==> src/rtl/ps2_pkg.sv <==
// Shared types and constants for the PS/2 keyboard receiver.
package ps2_pkg;

   typedef enum logic [1:0] {IDLE, DATA, PARITY, STOP} frame_state_t;

   localparam logic [7:0] SC_EXT = 8'hE0;
   localparam logic [7:0] SC_BRK = 8'hF0;
   localparam int         CODE_W = 17;

   typedef struct packed {
      logic        brk;
      logic [15:0] code;
   } code_entry_t;

   // Odd parity: data bits plus parity bit must hold an odd number of ones.
   function automatic logic odd_parity_ok(input logic [7:0] d, input logic p);
      return ^{d, p};
   endfunction

endpackage

==> src/rtl/ps2_code_fifo.sv <==
// Small synchronous FIFO for decoded key codes; head is shown combinationally.
module ps2_code_fifo #(
   parameter int WIDTH = 17,
   parameter int DEPTH = 4
) (
   input  logic             clk,
   input  logic             rst,
   input  logic             push,
   input  logic [WIDTH-1:0] din,
   input  logic             pop,
   output logic [WIDTH-1:0] dout,
   output logic             valid,
   output logic             ovf
);

   localparam int AW = (DEPTH > 1) ? $clog2(DEPTH) : 1;
   localparam int CW = $clog2(DEPTH) + 1;

   logic [WIDTH-1:0] mem [DEPTH];
   logic [AW-1:0]    rd_ptr, wr_ptr;
   logic [CW-1:0]    count;
   logic             full, do_push, do_pop;

   function automatic logic [AW-1:0] ptr_inc(input logic [AW-1:0] p);
      return (p == AW'(DEPTH - 1)) ? '0 : p + AW'(1);
   endfunction

   assign valid   = (count != '0);
   assign full    = (count == CW'(DEPTH));
   assign do_pop  = pop && valid;
   // A pop frees the head slot this cycle, so a push while full still lands.
   assign do_push = push && (!full || do_pop);
   assign ovf     = push && full && !do_pop;
   assign dout    = valid ? mem[rd_ptr] : '0;

   always_ff @(posedge clk or posedge rst) begin
      if (rst) begin
         rd_ptr <= '0;
         wr_ptr <= '0;
         count  <= '0;
      end else begin
         if (do_push) wr_ptr <= ptr_inc(wr_ptr);
         if (do_pop)  rd_ptr <= ptr_inc(rd_ptr);
         case ({do_push, do_pop})
            2'b10:   count <= count + CW'(1);
            2'b01:   count <= count - CW'(1);
            default: count <= count;
         endcase
      end
   end

   always_ff @(posedge clk) begin
      if (do_push) mem[wr_ptr] <= din;
   end

endmodule

==> src/rtl/ps2_kbd_rx.sv <==
// PS/2 keyboard receiver: sync + glitch filter, frame FSM, prefix assembler, code FIFO.
// Define PS2_PARITY_CHECK_EN to discard bad-parity frames and pulse err_parity.
module ps2_kbd_rx
   import ps2_pkg::*;
#(
   parameter int FILTER_LEN = 8,
   parameter int TIMEOUT    = 100000,
   parameter int FIFO_DEPTH = 4
) (
   input  logic        clk,
   input  logic        rst,
   input  logic        ps2_clk,
   input  logic        ps2_data,
   output logic [15:0] out_code,
   output logic        out_brk,
   output logic        out_valid,
   input  logic        out_ready,
   output logic        err_frame,
   output logic        err_parity,
   output logic        err_ovf
);

   localparam int FW = (FILTER_LEN > 1) ? $clog2(FILTER_LEN) : 1;
   localparam int TW = (TIMEOUT > 1) ? $clog2(TIMEOUT) : 1;

   logic [1:0] clk_sync, data_sync;
   logic       clk_s, data_s;

   always_ff @(posedge clk or posedge rst) begin
      if (rst) begin
         clk_sync  <= 2'b11;
         data_sync <= 2'b11;
      end else begin
         clk_sync  <= {clk_sync[0], ps2_clk};
         data_sync <= {data_sync[0], ps2_data};
      end
   end

   assign clk_s  = clk_sync[1];
   assign data_s = data_sync[1];

   logic [FW-1:0] flt_cnt;
   logic          flt_lvl;
   logic          fall;

   // flt_cnt counts consecutive samples disagreeing with the accepted level.
   always_ff @(posedge clk or posedge rst) begin
      if (rst) begin
         flt_cnt <= '0;
         flt_lvl <= 1'b1;
         fall    <= 1'b0;
      end else begin
         fall <= 1'b0;
         if (clk_s == flt_lvl) begin
            flt_cnt <= '0;
         end else if (flt_cnt == FW'(FILTER_LEN - 1)) begin
            flt_lvl <= clk_s;
            flt_cnt <= '0;
            fall    <= flt_lvl;
         end else begin
            flt_cnt <= flt_cnt + FW'(1);
         end
      end
   end

   frame_state_t  state;
   logic [2:0]    bit_cnt;
   logic [7:0]    shreg;
   logic [7:0]    rx_byte;
   logic [TW-1:0] to_cnt;
   logic          to_hit;
   logic          byte_done;
   logic          perr_q;
`ifdef PS2_PARITY_CHECK_EN
   logic          par_bit;
`endif

   assign to_hit = (state != IDLE) && !fall && (to_cnt == TW'(TIMEOUT - 1));

   always_ff @(posedge clk or posedge rst) begin
      if (rst) begin
         state     <= IDLE;
         bit_cnt   <= '0;
         shreg     <= '0;
         rx_byte   <= '0;
         to_cnt    <= '0;
         byte_done <= 1'b0;
         err_frame <= 1'b0;
         perr_q    <= 1'b0;
`ifdef PS2_PARITY_CHECK_EN
         par_bit   <= 1'b0;
`endif
      end else begin
         byte_done <= 1'b0;
         err_frame <= 1'b0;
         perr_q    <= 1'b0;
         if (state == IDLE || fall) to_cnt <= '0;
         else                       to_cnt <= to_cnt + TW'(1);

         if (to_hit) begin
            state     <= IDLE;
            err_frame <= 1'b1;
         end else if (fall) begin
            case (state)
               IDLE: begin
                  if (data_s) begin
                     err_frame <= 1'b1;
                  end else begin
                     state   <= DATA;
                     bit_cnt <= '0;
                  end
               end
               DATA: begin
                  shreg   <= {data_s, shreg[7:1]};
                  bit_cnt <= bit_cnt + 3'd1;
                  if (bit_cnt == 3'd7) state <= PARITY;
               end
               PARITY: begin
`ifdef PS2_PARITY_CHECK_EN
                  par_bit <= data_s;
`endif
                  state   <= STOP;
               end
               STOP: begin
                  state <= IDLE;
                  if (!data_s) begin
                     err_frame <= 1'b1;
`ifdef PS2_PARITY_CHECK_EN
                  end else if (!odd_parity_ok(shreg, par_bit)) begin
                     perr_q <= 1'b1;
`endif
                  end else begin
                     byte_done <= 1'b1;
                     rx_byte   <= shreg;
                  end
               end
               default: state <= IDLE;
            endcase
         end
      end
   end

`ifdef PS2_PARITY_CHECK_EN
   assign err_parity = perr_q;
`else
   assign err_parity = 1'b0;
   logic unused_perr;
   assign unused_perr = perr_q;
`endif

   logic        ext, brk;
   logic        push, ovf;
   code_entry_t push_entry;
   code_entry_t head;
   logic [CODE_W-1:0] head_raw;

   assign push = byte_done && (rx_byte != SC_EXT) && (rx_byte != SC_BRK);

   always_comb begin
      push_entry.brk  = brk;
      push_entry.code = {(ext ? SC_EXT : 8'h00), rx_byte};
   end

   // Prefix flags survive bad frames; only a timeout or a delivered code clears them.
   always_ff @(posedge clk or posedge rst) begin
      if (rst) begin
         ext <= 1'b0;
         brk <= 1'b0;
      end else if (to_hit) begin
         ext <= 1'b0;
         brk <= 1'b0;
      end else if (byte_done) begin
         if (rx_byte == SC_EXT) begin
            ext <= 1'b1;
         end else if (rx_byte == SC_BRK) begin
            brk <= 1'b1;
         end else begin
            ext <= 1'b0;
            brk <= 1'b0;
         end
      end
   end

   ps2_code_fifo #(
      .WIDTH (CODE_W),
      .DEPTH (FIFO_DEPTH)
   ) u_fifo (
      .clk   (clk),
      .rst   (rst),
      .push  (push),
      .din   (push_entry),
      .pop   (out_ready),
      .dout  (head_raw),
      .valid (out_valid),
      .ovf   (ovf)
   );

   assign head     = head_raw;
   assign out_code = head.code;
   assign out_brk  = head.brk;

   always_ff @(posedge clk or posedge rst) begin
      if (rst) err_ovf <= 1'b0;
      else     err_ovf <= ovf;
   end

endmodule

==> config.mk <==
export PLATFORM = sky130hd
export DESIGN_NAME = ps2_kbd_rx
export DESIGN_NICKNAME = d
export VERILOG_FILES = /design/src/rtl/ps2_pkg.sv /design/src/rtl/ps2_code_fifo.sv /design/src/rtl/ps2_kbd_rx.sv
export SDC_FILE = /design/constraint.sdc
export NUM_CORES = 1
export LEC_CHECK = 0
export ABC_AREA = 0
export BUFFER_PORTS_ARGS = -buffer_cell sky130_fd_sc_hd__buf_2
export CAP_MARGIN = 40
export CORE_MARGIN = 4
export CORE_UTILIZATION = 60
export DETAILED_ROUTE_END_ITERATION = 8
export PLACE_DENSITY_LB_ADDON = 0.12
export SLEW_MARGIN = 20
export SYNTH_ARGS = -nofsm -noshare
export SYNTH_HDL_FRONTEND = slang
export SYNTH_SLANG_ARGS = --single-unit
==> constraint.sdc <==
create_clock -name clk -period 7.7 [get_ports clk]
set_input_delay 0.77 -clock clk [delete_from_list [all_inputs] [get_ports clk]]
set_output_delay 0.77 -clock clk [all_outputs]
set_load 0.01 [all_outputs]
# Yosys cells after proc, flatten, opt, wreduce, memory -nomap -nowiden
# Memory sizes are Yosys's and may differ from the RTL's.
# Cells that the tools add are included.
# word_totals
register_bits	59
latch_bits	0
mem_bits_rw	68
mem_bits_ro	0
elab_cells	111
memories	1
# memory_table
name	depth	word_bits	read_ports	rd_ports_with_merged_regs	wr	line_no	text
u_fifo.mem	4	17	1	0	1	ps2_code_fifo.sv:19	logic [WIDTH-1:0] mem [DEPTH];
# classes
n_addsub	7
multipliers	0
div	0
magnitude_cmp	0
eq_ne	21
shifts	0
mux	35
n_bitwise	2
n_reduce_logical	27
# op_table
cell	n
17-bit two-way mux	2
1-bit two-way mux	19
17-bit by 1-bit adder with 17-bit output (second input constant)	1
17-bit == test (second input constant)	1
8-bit == test (second input constant)	2
8-bit inequality test (second input constant)	2
2-bit two-way mux	6
3-bit case mux with 2 select lines	2
2-bit == test (second input constant)	5
2-bit nonzero test	5
3-bit by 1-bit adder with 3-bit output (second input constant)	3
3-bit == test (second input constant)	3
3-bit two-way mux	3
3-bit inequality test (second input constant)	3
1-bit logical AND	8
8-bit two-way mux	1
2-bit case mux with 4 select lines	1
4-bit AND reduction	2
2-bit AND reduction	3
3-bit AND reduction	2
2-bit by 1-bit adder with 2-bit output (second input constant)	2
2-bit by 1-bit == test with 1-bit output (second input constant)	2
2-bit inequality test (second input constant)	2
1-bit logical NOT	3
other kinds (7)	9

# Logic depth before layout (Yosys ltp)
# Gate-level depths: netlist of run 1.
# logic_depth
word_depth	6
depth_mapped	10
ltp_nobuf	10

# Modules after synthesis
# A second synthesis of run 1 with hierarchy kept.
# hier_totals
cells_unflattened	353
area_unflattened_um2	5400.2
# by_module_without_submodules
module	instances	cells_per_inst	area_each_um2	seq_area_each_um2
ps2_code_fifo	1	163	3120.5	2217.1
ps2_kbd_rx	1	190	2279.7	1307.5

# Worst setup path before layout of run 1
# OpenSTA, ideal clock, no wires.
# synth_timing
path_type	in2reg
start	in out_ready
end	reg u_fifo.count[2]
arrival_time_ns	2.631
required_ns	7.621
slack_ns	4.990
cell_stages	9
path_buffers	0
cell_sequence	or4b_2 and2_4 inv_1 ha_1 inv_1 fa_1 xor2_1 nor2_1 xor2_1
# synth_between
elab_chain_len	5
elab_cells_between_ends	7
classes_between	eq/ne: 2; mux: 1; reduce/logical: 4
# synth_rtl
element	line_no	text
start, declared	ps2_kbd_rx.sv:17	input logic out_ready,
1-bit logical AND (*)	ps2_code_fifo.sv:30	assign do_pop = pop && valid;
1-bit logical OR	ps2_code_fifo.sv:32	assign do_push = push && (!full || do_pop);
1-bit logical AND	ps2_code_fifo.sv:32	
2-bit by 1-bit == test with 1-bit output / 2-bit == test (equally long branches)	ps2_code_fifo.sv:44	case ({do_push, do_pop})
3-bit case mux with 2 select lines / 2-bit nonzero test (equally long branches)	-	
end signal, assigned	ps2_code_fifo.sv:45	2'b10: count <= count + CW'(1);
end signal, assigned	ps2_code_fifo.sv:46	2'b01: count <= count - CW'(1);
end signal, assigned	ps2_code_fifo.sv:47	default: count <= count;
end, declared	ps2_code_fifo.sv:21	logic [CW-1:0] count;
# Every way passes the cells marked *; elsewhere a longest branch is shown, timed or not.
# A chain may end at the register's enable or synchronous reset.

# Final worst setup path of run 1
# layout_timing
start	reg u_fifo.rd_ptr[0]
end	out out_code[0]
# layout_between
elab_chain_len	2
# layout_rtl
element	line_no	text
start, declared	ps2_code_fifo.sv:20	logic [AW-1:0] rd_ptr, wr_ptr;
start signal, assigned	ps2_code_fifo.sv:43	if (do_pop) rd_ptr <= ptr_inc(rd_ptr);
memory read 4 x 17 bit	-	
17-bit two-way mux	ps2_code_fifo.sv:34	assign dout = valid ? mem[rd_ptr] : '0;
end, declared	ps2_kbd_rx.sv:14	output logic [15:0] out_code,
# No other way between the ends.

==> results of run 1 <==
-- placed cells by master (no fill, tap or decap), drive strengths merged, types with 2 or more instances in the layout --
| cell type | instances |
|---|---|
| and2 | 15 |
| xnor2 | 7 |
| edfxtp | 40 |
| nand2 | 13 |
| mux2 | 20 |
| a21oi | 6 |
| buf | 20 |
| nand3 | 6 |
| o21ai | 7 |
| clkbuf | 9 |
| and3 | 6 |
| inv | 19 |
| nor3 | 6 |
| dfrtp | 54 |
| dfstp | 5 |
| ha | 15 |
| nor2 | 21 |
| a22o | 2 |
| and4 | 3 |
| xor2 | 8 |
| or4b | 2 |
| nand4 | 5 |
| clkinv | 3 |
| mux2i | 3 |
| conb | 6 |
| mux4 | 10 |
| or3 | 5 |
-- final cells by class --
cell class / instances / share of cell area
inverters: 16 / 0.0130
clock buffers: 9 / 0.0267
flip-flops and latches: 99 / 0.579
clock inverters: 7 / 0.0151
multi-input cells: 181 / 0.318
well taps: 96 / 0.0259
repair buffers: 20 / 0.0222
-- metrics by stage --
step	power [mW]	hold slack (ns)	util	instances	instance area [um2]
after floorplan	0.858	0.345	-	312	4310
after global placement	0.915	0.347	0.646	412	4440
after detailed placement	0.926	0.347	0.646	412	4440
after CTS	1.24	0.362	0.674	428	4630
after global routing	1.31	0.372	0.674	428	4630
final	1.22	0.360	0.674	428	4630
-- path summary, 6_finish.rpt --
check                      cells after the start              end              from  slack [ns]
hold / removal                                 0     data_sync[1]      data_sync[0]        0.36
min in group asynchronous                      3  u_fifo.count[2]               rst        0.60
hold reg to reg                                0     data_sync[1]      data_sync[0]        0.36
setup reg to reg                              10  u_fifo.count[2]        rx_byte[3]        5.03
setup / recovery                               3      out_code[0]  u_fifo.rd_ptr[0]        4.86
max in group asynchronous                      3         shreg[4]               rst        6.62
-- critical path: stages (launching register included) --
cell,delay [ns]
dfrtp_1,0.81
mux4_2,0.60
and2_1,0.17
buf_2,0.13
-- flip-flops by register name (all words and copies together), names as in the netlist, 3 cells and up --
name          count
rx_byte           8
u_fifo.mem       40
shreg             8
bit_cnt           3
to_cnt           17
u_fifo.count      3
flt_cnt           3
-- report_power, final --
group,total (mW),internal (mW),switching (mW)
Combinational,0.266,0.141,0.125
Sequential,0.641,0.585,0.0563
Clock,0.314,0.126,0.188
-- logic make-up after synthesis --
kind of cell	synth area share
flip-flops	0.626
AND/OR/NAND/NOR	0.119
multiplexers	0.114
buffers and inverters	0.0353
AO/OA/AOI/OAI	0.0263
adder cells (fa/ha/maj)	0.0484
XOR/XNOR	0.0306
other	0.000875
-- per-layer routing --
| layer | routed length (um) | track usage |
|---|---|---|
| met2 | 3150 | 0.279 |
| met5 | 0 | 0 |
| met4 | 52 | 0.0532 |
| met3 | 253 | 0.0455 |
| met1 | 2900 | 0.222 |
==> impl_metrics.py, run 1 <==
metrics = {
    "routing": {
        "drc_errors": 0,
        "wl_mm": 6.35,
        "firstDrtPassIters": 4,
        "detail-route-antenna-nets": 0,
        "num_vias": 2298,
        "drtIter0Drc": 108,
        "viasPerCell": 5.37,
        "wl_per_cell_um": 14.8,
    },
    "synth": {
        "yosys.area.top_type": "dfrtp_1",
        "syn_area_mm2": 0.00429,
        "synth_seq_cells": 99,
        "synth_top_flop_cell": "dfrtp_1",
        "synth_area_leaders": "dfrtp_1 32%, edfxtp_1 28%, mux4_2 5.3%",
        "ys_seq_area_frac": 0.626,
        "synthDistinctLibCells": 46,
        "synth_cells": 307,
        "ys_warn_count": 0,
        "synth_edf_count": 40,
        "avgSynthCellArea_um2": 14.0,
        "yosysMostFrequentCell": "dfrtp_1",
        "ys_async_sr_fraction": 0.596,
        "synthTopCellsByCount": "54 x dfrtp_1, 40 x edfxtp_1, 21 x nor2_1",
        "synth_top_area_share": 0.315,
    },
    "grt": {
        "grt_pass1_wl_mm": 11.3,
        "grt_pass1_vias": 2290,
        "antenna_found_initial": 0,
        "track_usage": 0.170,
        "grt_max_degree": 60,
        "grt_overflow": 0,
    },
    "timing": {
        "fin_tns_setup_ns": 0,
        "fin_crit_ns": 2.84,
        "setup_violations": 0,
        "hold_viol": 0,
        "slew_headroom": 0.515,
        "setup_ws_ns": 4.86,
        "tightest_slew_ns": 0.722,
        "clock.fmax_mhz": 352,
        "finalCritPeriodShare": 0.369,
        "fin_worst_skew_ns": 0.0122,
        "rsz0062_at_grt": "no",
        "drv_slew": 0,
    },
    "floorplan": {
        "num_rows": 30,
        "die_area_mm2": 0.00856,
        "num_io_pins": 26,
        "coreArea_mm2": 0.00687,
        "initial_core_util": 0.624,
        "fp.dieW_um": 92.5,
        "die_height_um": 92.5,
    },
    "layout": {
        "multiInputGateArea_mm2": 0.00147,
        "drive_gt1_frac": 0.232,
        "fill_cells": 497,
        "diodes": 0,
        "synthToLayoutAreaGrowth_pct": 8.02,
        "seqCellArea_mm2": 0.00268,
        "nets": 348,
    },
    "setup_path": {
        "startpoint_type": "register",
        "required_ns": 6.93,
        "critPathKind": "register to output pin",
        "worstPathArrival_ns": 2.07,
        "cp-end-kind": "output pin",
        "path_max_fanout": 13,
    },
    "worst_hold_path": {
        "min_path_type": "register to register",
    },
    "clocking": {
        "cts-root-buf": "clkbuf_8",
        "post_cts_buffers": 0,
        "htreeDepth": 3,
        "cts_num_sinks": 99,
        "clock_path_buffers": 2,
        "hold_buffers": 0,
        "numCtsBuffers": 9,
        "cts_tree": "yes",
        "clk_pin_slew_ns": 0.10,
        "clock_latency_ns": 0.36,
        "ctsResizeCount": 0,
    },
    "outcome": {
        "outcome": "finished clean",
    },
    "placed_design": {
        "io_buffers": 19,
        "globalplace.congestion": 0.741,
        "hpwl_mm": 4.26,
        "place_ws_ns": 4.79,
    },
    "pwr": {
        "p_leak_nw": 2.05,
        "powerDensity_mw_per_mm2": 264,
        "irDropWorstVdd_mv": 0.137,
    },
    "flow_run": {
        "cap_violations": 0,
    },
}
(Power assumes the default switching activity.)
==> run 2, diff against run 1 <==
- clock period: 7.7 -> 2.8 ns (I/O delays scaled with it)
==> run 2 against run 1 <==
Effect of this change: clock power rose to 3.0 times the previous value; critical endpoint is now u_fifo.count[2]; non-clock buffer count grew 3; largest cell class unchanged; highest routed layer unchanged; clock-buffer cell count unchanged; clock skew is 0.0011 ns lower; hold slack got worse by 0.25 ns.
==> impl_metrics.py, run 2 (synthesis gave the netlist of run 1 again) <==
metrics = {
    "outcome": {
        "outcome": "finished clean",
    },
    "timing": {
        "fin_crit_ns": 2.66,
        "fin_tns_setup_ns": 0,
        "tightest_slew_ns": 0.709,
        "clock.fmax_mhz": 376,
        "slew_headroom": 0.528,
        "finalCritPeriodShare": 0.951,
        "drv_slew": 0,
        "hold_viol": 0,
        "hold_ws_ns": 0.109,
        "fin_worst_skew_ns": 0.0110,
        "rsz0062_at_grt": "no",
        "setup_violations": 0,
    },
    "setup_path": {
        "path_max_fanout": 8,
        "cp_top_family": "simple AND/OR/NAND/NOR gates",
        "reg2reg_from": "rx_byte[0]",
        "crit_path_start": "rx_byte[0]",
        "r2r_slack_ns": 0.14,
        "rr_endpoint": "u_fifo.count[2]",
        "cp_num_buf_inv": 2,
        "path_cells": "or4b_1, o31a_1, and2_4, inv_1, ha_1, inv_1, fa_1, xor2_1, nor2_1, xor2_1",
        "reg2reg_depth": 10,
        "startpoint_type": "register",
        "required_ns": 3.09,
        "cp-end-kind": "register",
        "cp_slowest_stage_delay_ns": 0.54,
        "worstPathArrival_ns": 2.95,
        "cpMaxStageDelayCell": "or4b_1",
        "critPathKind": "register to register",
    },
    "grt": {
        "track_usage": 0.168,
        "grt_pass1_vias": 2309,
        "grt_max_degree": 60,
        "antenna_found_initial": 0,
        "grt_pass1_wl_mm": 11.1,
        "grt_overflow": 0,
    },
    "routing": {
        "drtIter0Drc": 88,
        "viasPerCell": 5.31,
        "wl_mm": 6.34,
        "wl_per_cell_um": 14.7,
        "drc_errors": 0,
        "wl_met2_mm": 3.15,
        "detail-route-antenna-nets": 0,
        "firstDrtPassIters": 4,
        "wl_met3_um": 219,
        "routed.top_layer": "met4",
        "num_vias": 2287,
        "wl_met1_mm": 2.90,
    },
    "clocking": {
        "cts_num_sinks": 99,
        "cts-root-buf": "clkbuf_8",
        "cts_tree": "yes",
        "numCtsBuffers": 9,
        "htreeDepth": 3,
        "clock_path_buffers": 2,
        "clk_pin_slew_ns": 0.10,
        "clock_latency_ns": 0.36,
        "hold_buffers": 2,
        "post_cts_buffers": 0,
        "ctsResizeCount": 0,
    },
    "floorplan": {
        "initial_core_util": 0.624,
        "fp.dieW_um": 92.5,
        "num_io_pins": 26,
        "num_rows": 30,
        "coreArea_mm2": 0.00687,
        "die_height_um": 92.5,
        "die_area_mm2": 0.00856,
    },
    "layout": {
        "diodes": 0,
        "drive_gt1_frac": 0.233,
        "reg_top3": "u_fifo.mem (40), to_cnt (17)",
        "fill_cells": 502,
        "synthToLayoutAreaGrowth_pct": 8.99,
        "mostFrequentLayoutCells": "54 x dfrtp_1, 40 x edfxtp_1, 21 x nor2_1, 19 x buf_2, 18 x mux2_2",
        "nets": 351,
        "final_common_cell": "dfrtp_1",
        "regMostFlops": "u_fifo.mem",
        "largest_register_ffs": 40,
    },
    "pwr": {
        "p_leak_nw": 2.07,
        "irDropWorstVdd_mv": 0.393,
        "powerDensity_mw_per_mm2": 737,
        "power.total_mw": 3.44,
    },
    "flow_run": {
        "cap_violations": 0,
    },
    "placed_design": {
        "globalplace.congestion": 0.744,
        "io_buffers": 19,
        "hpwl_mm": 4.39,
    },
    "worst_hold_path": {
        "min_path_type": "input pin to asynchronous set/reset pin",
    },
}
run 2: cell types whose count changed in the layout (fill, tap and decap cells not counted), sizes merged:
cell,change
clkinv,-1
dlygate4sd3,+2
buf,+1
bufinv,+1
run 2: layout make-up:
type,instances,area [um2],share of cell area
flip-flops and latches,99,2680,0.574
multi-input cells,181,1470,0.315
repair buffers,23,130,0.0278
clock buffers,9,124,0.0265
well taps,96,120,0.0257
clock inverters,7,83.8,0.0179
inverters,16,60.1,0.0129
run 2: worst max-delay path by stage:
stage | endpoint | cells past startpoint
6_report | u_fifo.count[2] | 10
5_1_grt | u_fifo.count[2] | 10
4_1_cts | u_fifo.count[2] | 10
3_5_place_dp | u_fifo.count[2] | 10
3_3_place_gp | u_fifo.count[2] | 10
2_1_floorplan | u_fifo.count[2] | 10
run 2: layer usage:
layer	track usage	vias up
met3	0.0422	6
met1	0.214	1115
met5	0	-
li1	-	1135
met4	0.0594	0
met2	0.282	31
run 2: tightest hold or removal path: stages:
cell and delay [ns]:
buf_2 0.10, inv_2 0.03, buf_4 0.56
run 2: per-stage QoR:
step	instance area [um2]	setup slack, ns	std cells	util
floorplan	4310	0.317	312	-
global placement	4450	0.218	413	0.647
detailed placement	4450	0.153	413	0.647
CTS	4670	0.132	431	0.680
global route	4670	0.00544	431	0.680
finish	4670	0.137	431	0.680
run 2: power by group:
group          leakage [nW]  total (mW)  internal (mW)  switching, mW
logic                 0.779       0.751          0.402          0.349
registers              1.19        1.76           1.61          0.149
clock network         0.102       0.934          0.429          0.505
